==> config.mk <==
export PLATFORM = sky130hd
export DESIGN_NAME = rotation_finder_flat
export DESIGN_NICKNAME = d
export VERILOG_FILES = /design/src/rtl/rotation_finder_if.sv /design/src/rtl/rotation_finder.sv /design/src/flat_wrapper.sv
export SDC_FILE = /design/constraint.sdc
export NUM_CORES = 1
export LEC_CHECK = 0
export CAP_MARGIN = 0
export CORE_ASPECT_RATIO = 1.25
export CORE_UTILIZATION = 45
export CTS_CLUSTER_DIAMETER = 50
export CTS_CLUSTER_SIZE = 20
export DETAILED_ROUTE_END_ITERATION = 8
export GPL_ROUTABILITY_DRIVEN = 0
export PLACE_DENSITY = 0.67
export SETUP_SLACK_MARGIN = 0.05
export SLEW_MARGIN = 20
export SYNTH_ARGS = -nofsm -noshare
export SYNTH_HDL_FRONTEND = slang
export SYNTH_SLANG_ARGS = --single-unit
==> constraint.sdc <==
create_clock -name clk -period 3.27 [get_ports clk]
set_input_delay 0.4905 -clock clk [delete_from_list [all_inputs] [get_ports clk]]
set_output_delay 0.4905 -clock clk [all_outputs]
set_load 0.01 [all_outputs]
==> src/rtl/rotation_finder_if.sv <==
// Handshake and data bundle for rotation_finder.
// master = requester side, slave = the finder itself.
interface rotation_finder_if;
  logic       start;
  logic       select;
  logic [7:0] ent1;
  logic [7:0] ent_rot;
  logic [2:0] amount;
  logic       found;
  logic       busy;
  logic       done;

  modport master (
    output start, select, ent1, ent_rot,
    input  amount, found, busy, done
  );

  modport slave (
    input  start, select, ent1, ent_rot,
    output amount, found, busy, done
  );
endinterface

==> src/rtl/rotation_finder.sv <==
// Finds the smallest circular rotation k (0..7) that maps ent1 onto ent_rot.
// ROTFIND_EARLY_EXIT_EN: defined = stop at first match, undefined = constant 8-cycle search.
module rotation_finder (
  input logic              clk,
  input logic              rst,
  rotation_finder_if.slave bus
);

  typedef enum logic [1:0] {StIdle, StSearch, StDone} state_e;

  state_e     r_state;
  state_e     w_state_next;
  logic [2:0] r_k;
  logic [7:0] r_ent1;
  logic [7:0] r_ent_rot;
  logic       r_sel;
  logic [2:0] r_amount;
  logic       r_found;

  logic [15:0] w_dbl;
  logic [15:0] w_shl;
  logic [15:0] w_shr;
  logic [7:0]  w_rot;
  logic        w_match;

  // Doubling the byte turns a plain shift into a circular rotation.
  assign w_dbl   = {r_ent1, r_ent1};
  assign w_shl   = w_dbl << r_k;
  assign w_shr   = w_dbl >> r_k;
  assign w_rot   = r_sel ? w_shr[7:0] : w_shl[15:8];
  assign w_match = (w_rot == r_ent_rot);

`ifndef ROTFIND_EARLY_EXIT_EN
  logic       r_hit;
  logic [2:0] r_hit_k;
  logic       w_hit_any;
  logic [2:0] w_hit_k;

  assign w_hit_any = r_hit | w_match;
  assign w_hit_k   = r_hit ? r_hit_k : r_k;
`endif

  always_ff @(posedge clk or posedge rst) begin
    if (rst) begin
      r_state <= StIdle;
    end else begin
      r_state <= w_state_next;
    end
  end

  always_comb begin
    w_state_next = r_state;
    case (r_state)
      StIdle: begin
        if (bus.start) w_state_next = StSearch;
      end
      StSearch: begin
`ifdef ROTFIND_EARLY_EXIT_EN
        if (w_match || (r_k == 3'd7)) w_state_next = StDone;
`else
        if (r_k == 3'd7) w_state_next = StDone;
`endif
      end
      StDone:  w_state_next = StIdle;
      default: w_state_next = StIdle;
    endcase
  end

  always_ff @(posedge clk or posedge rst) begin
    if (rst) begin
      r_k       <= 3'd0;
      r_ent1    <= 8'd0;
      r_ent_rot <= 8'd0;
      r_sel     <= 1'b0;
      r_amount  <= 3'd0;
      r_found   <= 1'b0;
`ifndef ROTFIND_EARLY_EXIT_EN
      r_hit     <= 1'b0;
      r_hit_k   <= 3'd0;
`endif
    end else begin
      case (r_state)
        StIdle: begin
          if (bus.start) begin
            r_ent1    <= bus.ent1;
            r_ent_rot <= bus.ent_rot;
            r_sel     <= bus.select;
            r_k       <= 3'd0;
            r_found   <= 1'b0;
`ifndef ROTFIND_EARLY_EXIT_EN
            r_hit     <= 1'b0;
`endif
          end
        end
        StSearch: begin
          r_k <= r_k + 3'd1;
`ifdef ROTFIND_EARLY_EXIT_EN
          if (w_match) begin
            r_amount <= r_k;
            r_found  <= 1'b1;
          end else if (r_k == 3'd7) begin
            r_amount <= 3'd0;
            r_found  <= 1'b0;
          end
`else
          // Remember only the first hit so the smallest k wins.
          if (w_match && !r_hit) begin
            r_hit   <= 1'b1;
            r_hit_k <= r_k;
          end
          if (r_k == 3'd7) begin
            r_amount <= w_hit_any ? w_hit_k : 3'd0;
            r_found  <= w_hit_any;
          end
`endif
        end
        default: ;
      endcase
    end
  end

  assign bus.amount = r_amount;
  assign bus.found  = r_found;
  assign bus.busy   = (r_state != StIdle);
  assign bus.done   = (r_state == StDone);

endmodule

==> src/flat_wrapper.sv <==
// flat-port wrapper written by rule: the top's interface ports become plain ports
module rotation_finder_flat 
  (clk, rst, bus_start, bus_select, bus_ent1, bus_ent_rot, bus_amount, bus_found, bus_busy, bus_done);
  rotation_finder_if bus_i ();
  input logic clk;
  input logic rst;
  input wire logic [$bits(bus_i.start)-1:0] bus_start;
  input wire logic [$bits(bus_i.select)-1:0] bus_select;
  input wire logic [$bits(bus_i.ent1)-1:0] bus_ent1;
  input wire logic [$bits(bus_i.ent_rot)-1:0] bus_ent_rot;
  output wire logic [$bits(bus_i.amount)-1:0] bus_amount;
  output wire logic [$bits(bus_i.found)-1:0] bus_found;
  output wire logic [$bits(bus_i.busy)-1:0] bus_busy;
  output wire logic [$bits(bus_i.done)-1:0] bus_done;
  assign bus_i.start = bus_start;
  assign bus_i.select = bus_select;
  assign bus_i.ent1 = bus_ent1;
  assign bus_i.ent_rot = bus_ent_rot;
  assign bus_amount = bus_i.amount;
  assign bus_found = bus_i.found;
  assign bus_busy = bus_i.busy;
  assign bus_done = bus_i.done;
  rotation_finder u_core (.clk(clk), .rst(rst), .bus(bus_i));
endmodule
Word-level counts from Yosys, hierarchy flattened

Cells that the tools add are included.

Input bits: 20
Flip-flop bits (word level): 30
Memory bits (read-only): 0
Memories kept: 0
Bits in latches: 0
Word-level logic and storage cells: 45
Bits in writable memories: 0
Output and inout port bits: 6

Multiply operators: 0
Shift operators: 2
Add/subtract/negate cells: 1
$lt $le $gt $ge: 0
Reductions and logical operators: 12
Mux-type cells: 13
Bitwise gates (word level): 1
Eq/ne operators: 7
Divide/modulo/power cells: 0

Operator list:

| cell                                                                  | count |
|---|---|
| 16-bit by 3-bit left shift with 16-bit output                         | 1 |
| 16-bit by 3-bit right shift with 8-bit output                         | 1 |
| 2-bit AND reduction                                                   | 5 |
| 3-bit two-way mux                                                     | 3 |
| 8-bit equality test                                                   | 1 |
| 8-bit two-way mux                                                     | 1 |
| 3-bit one-hot mux with 2 select lines                                 | 1 |
| 3-bit AND reduction                                                   | 2 |
| 2-bit two-way mux                                                     | 2 |
| 2-bit by 1-bit != test with 1-bit output, second input constant       | 2 |
| 1-bit one-hot mux with 2 select lines                                 | 2 |
| 2-bit one-hot mux with 2 select lines                                 | 1 |
| 2-bit nonzero test                                                    | 2 |
| 3-bit by 1-bit adder with 3-bit output, second input constant         | 1 |
| 3-bit equality test, second input constant                            | 1 |
| 1-bit two-way mux                                                     | 3 |
| 2-bit by 1-bit equality test with 1-bit output, second input constant | 1 |
| 2-bit equality test, second input constant                            | 1 |
| 2-bit logical NOT                                                     | 1 |
| 2-bit != test, second input constant                                  | 1 |
| 1-bit logical AND                                                     | 1 |
| 1-bit logical NOT                                                     | 1 |
| 1-bit OR                                                              | 1 |

Logic depth before layout (Yosys ltp)

Depth after elaboration: 6
Mapped depth: 10

Least setup slack after synthesis

OpenSTA, ideal clock, no wires.

Path type: reg2reg
Start point: reg u_core.r_sel
End point: reg u_core.r_hit_k[0]
Setup time: 0.128 ns
Stages on the path, launching flop included: 9
Required time: 3.142 ns
Arrival time: 2.655 ns
Slack: 0.487 ns
Buffers on the path: 1
Cells stage by stage: dfrtp_1 > buf_6 > mux2_1 > mux4_2 > xnor2_1 > nand2_1 > or4_4 > a2111oi_4 > mux2_1

Longest elaborated chain between the ends: 4

RTL lines:

| what                          | RTL line               | source |
|---|---|---|
| start: declaration            | rotation_finder.sv:16  | `logic r_sel;` |
| start signal: assignment      | rotation_finder.sv:87  | `r_sel <= bus.select;` |
| 8-bit two-way mux             | rotation_finder.sv:30  | `assign w_rot = r_sel ? w_shr[7:0] : w_shl[15:8];` |
| 8-bit equality test           | rotation_finder.sv:31  | `assign w_match = (w_rot == r_ent_rot);` |
| 1-bit logical AND             | rotation_finder.sv:107 | `if (w_match && !r_hit) begin` |
| 2-bit AND reduction (no line) | --                     |  |
| end signal: assignment        | rotation_finder.sv:109 | `r_hit_k <= r_k;` |
| end: declaration              | rotation_finder.sv:35  | `logic [2:0] r_hit_k;` |

No other way between the ends.
A chain may end at the register's enable or synchronous reset.

Worst setup path in the final report

Same ends and word-level chain as after synthesis.

==> results.json <==
{
  "status": "finished clean",
  "io_pins": 26,
  "synth_top_area_share": 0.393,
  "maxSlewHeadroom": 0.627,
  "synth_cell_types": 40,
  "tightestPinTransition_ns": 0.560,
  "worstPathMaxFanout": 18,
  "dieArea_mm2": 0.00451,
  "antenna_left": 0,
  "drive_above_1_share": 0.188,
  "synth_top_cell_by_area": "dfrtp_1",
  "synth_edf_count": 0,
  "antenna_found_initial": 0,
  "cts.sinks": 30,
  "synthCells": 176,
  "track_usage": 0.217,
  "grt-ovfl-total": 0,
  "antennaDiodeCount": 0,
  "grt_pass1_vias": 1453,
  "p_sw_frac": 0.428,
  "cts_tree": "built",
  "seq_power_share": 0.329,
  "grt_pass1_wl_um": 6960,
  "grt_max_degree": 31,
  "hold_buffers": 0,
  "fp.dieH_um": 74.8,
  "hold_viol_final": 0,
  "drt_drc_violations_left": 0,
  "finalSetupViolCount": 0,
  "cp-start-kind": "register",
  "port_buffers": 25,
  "p_leak_nw": 0.995,
  "postRouteWirelength_um": 4190,
  "synth_area_leaders": "dfrtp_1 39%, mux2_2 11%, mux2_1 5.3%",
  "rsz0062_at_grt": "no",
  "crit_chain": "buf_4 -> mux2i_1 -> a211oi_1 -> nor2_1 -> xnor2_1 -> or4_4 -> a2111oi_4 -> mux2_1",
  "drt-initial-drc-count": 80,
  "wl_per_cell_um": 15.9,
  "yosys_warnings": 0,
  "slowest_delay_ns": 0.56,
  "power.total_mw": 2.47,
  "period_share": 0.932,
  "fin_skew_ns": 0.00302,
  "maxCapViolations": 0,
  "cp-end-kind": "register",
  "fin_nets": 229,
  "required_ns": 3.43,
  "root_buffer": "clkbuf_8",
  "cts_buffer_depth": 2,
  "drt_pass1_iterations": 4,
  "post-cts-setup-buffer-count": 0,
  "p_per_area_mw_per_mm2": 1070,
  "numCtsBuffers": 5,
  "p_sw_mw": 1.06,
  "seq_area_frac_synth": 0.393,
  "fin_tns_setup_ns": 0,
  "utilization": 0.570,
  "dp_hpwl_um": 3130,
  "area.growth.synth_to_final_pct": 21.4,
  "criticalPathCategory": "reg2reg",
  "clk_pin_slew_ns": 0.06,
  "slowest_stage": "or4_4",
  "max_freq_mhz": 328,
  "initial_core_util": 0.469,
  "routed_via_density": 5.55,
  "r2r_setup_slack_ns": 0.22,
  "p_clk_frac": 0.122,
  "p_int_mw": 1.41,
  "synthFlopType": "dfrtp_1",
  "async_flop_share": 1.00,
  "arrival_ns": 3.21,
  "ys_ff_latch": 30,
  "vias": 1465,
  "core_area_mm2": 0.00407,
  "synth_nets": 198,
  "cts-resized-gates": 0,
  "period_needed_ns": 3.05,
  "pwr-share-comb": 0.549,
  "syn_area_mm2": 0.00191,
  "row_count": 26,
  "ir_drop_uv": 455,
  "worstSkewPairLatency_ns": 0.28,
  "finalMaxSlewViolations": 0,
  "synth.avg_cell_area_um2": 10.8,
  "htree_num_levels": 2,
  "die_w_um": 60.2,
  "hold_path_class": "reg2reg"
}
## cell usage in the layout (no fill, tap or decap), types with 4 or more instances in the layout
cell type and count:
clkbuf_8 6, xnor2_1 5, mux2i_1 10, mux2_2 18, clkdlybuf4s50_1 25, o22ai_1 4, nand2_1 9, inv_1 7
nor2b_1 4, mux2_1 9, nand2b_1 6, buf_4 6, nor2_1 12, xor2_1 9, a21oi_1 9, dfrtp_1 30
## metal layers
metal | global-route usage | routed length, um | up-vias
met5 | 0 | 0 | -
met4 | 0.114 | 82 | 0
met3 | 0.0550 | 174 | 6
met2 | 0.385 | 2300 | 41
met1 | 0.233 | 1640 | 715
li1 | - | - | 703
## cells in the mapped netlist (all sizes together) (3+ instances only)
| master | number |
|---|---|
| inv | 7 |
| nor2b | 4 |
| dfrtp | 30 |
| buf | 5 |
| mux2 | 27 |
| a21oi | 9 |
| o22ai | 4 |
| and3 | 3 |
| nand2b | 6 |
| o41ai | 3 |
| nor2 | 12 |
| a211oi | 3 |
| mux2i | 10 |
| nand2 | 9 |
| xor2 | 9 |
| xnor2 | 5 |
## power groups by stage
stage                     Sequential, mW  Combinational, mW  Clock [mW]
after floorplan                    0.699               1.14           0
after global placement             0.796               1.30           0
after detailed placement           0.814               1.35           0
after CTS                          0.808               1.36       0.313
after global routing               0.841               1.51       0.327
final                              0.812               1.36       0.301
## area by class of cell
class	instances	area [um2]
Tap cell	56	70.1
Multi-Input combinational cell	132	1080
Clock inverter	1	5.00
Clock buffer	7	86.3
Timing Repair Buffer	31	295
Sequential cell	30	751
Inverter	7	26.3
Fill cell	356	1750
## path summary, 6_finish.rpt
kind,endpoint,startpoint,cells after the start
setup / recovery,u_core.r_hit_k[0]$_DFFE_PP0P_,u_core.r_sel$_DFFE_PP0P_,8
hold / removal,u_core.r_hit_k[2]$_DFFE_PP0P_,u_core.r_hit_k[2]$_DFFE_PP0P_,1
setup reg to reg,u_core.r_hit_k[0]$_DFFE_PP0P_,u_core.r_sel$_DFFE_PP0P_,8
hold reg to reg,u_core.r_hit_k[2]$_DFFE_PP0P_,u_core.r_hit_k[2]$_DFFE_PP0P_,1
max in group asynchronous,u_core.r_ent1[1]$_DFFE_PP0P_,rst,3
min in group asynchronous,u_core.r_ent_rot[7]$_DFFE_PP0P_,rst,3
## critical path: cells and delay by family (launching register included)
family | cells | cell delay [ns]
buf+inv | 1 | 0.30
xor+xnor | 1 | 0.14
flops | 1 | 0.51
simple gates | 2 | 0.66
compound gates | 2 | 0.83
mux | 2 | 0.47
## through the flow
stage,instances,area [um2],worst slack [ns],hold WS (ns)
global placement,256,2230,0.362,0.465
finish,264,2320,0.223,0.483
detailed placement,256,2230,0.266,0.476
global route,264,2320,0.0590,0.505
CTS,264,2320,0.239,0.490
floorplan,176,1910,0.487,0.449
## flip-flops by register name, summed over array words and instances, names as in the netlist
| signal | flops |
|---|---|
| u_core.r_hit | 1 |
| u_core.r_hit_k | 3 |
| u_core.bus.found | 1 |
| u_core.r_k | 3 |
| u_core.r_sel | 1 |
| u_core.r_ent1 | 8 |
| u_core.bus.amount | 3 |
| u_core.r_state | 2 |
| u_core.r_ent_rot | 8 |
## cells by family after synthesis
logic type               Yosys count  synth area share
adder cells (fa/ha/maj)            2            0.0131
buffers and inverters             14            0.0387
AO/OA/AOI/OAI                     36             0.144
AND/OR/NAND/NOR                   41             0.111
XOR/XNOR                          14            0.0643
multiplexers                      39             0.235
flip-flops                        30             0.393
No activity file was read; power rests on OpenSTA's default activity.
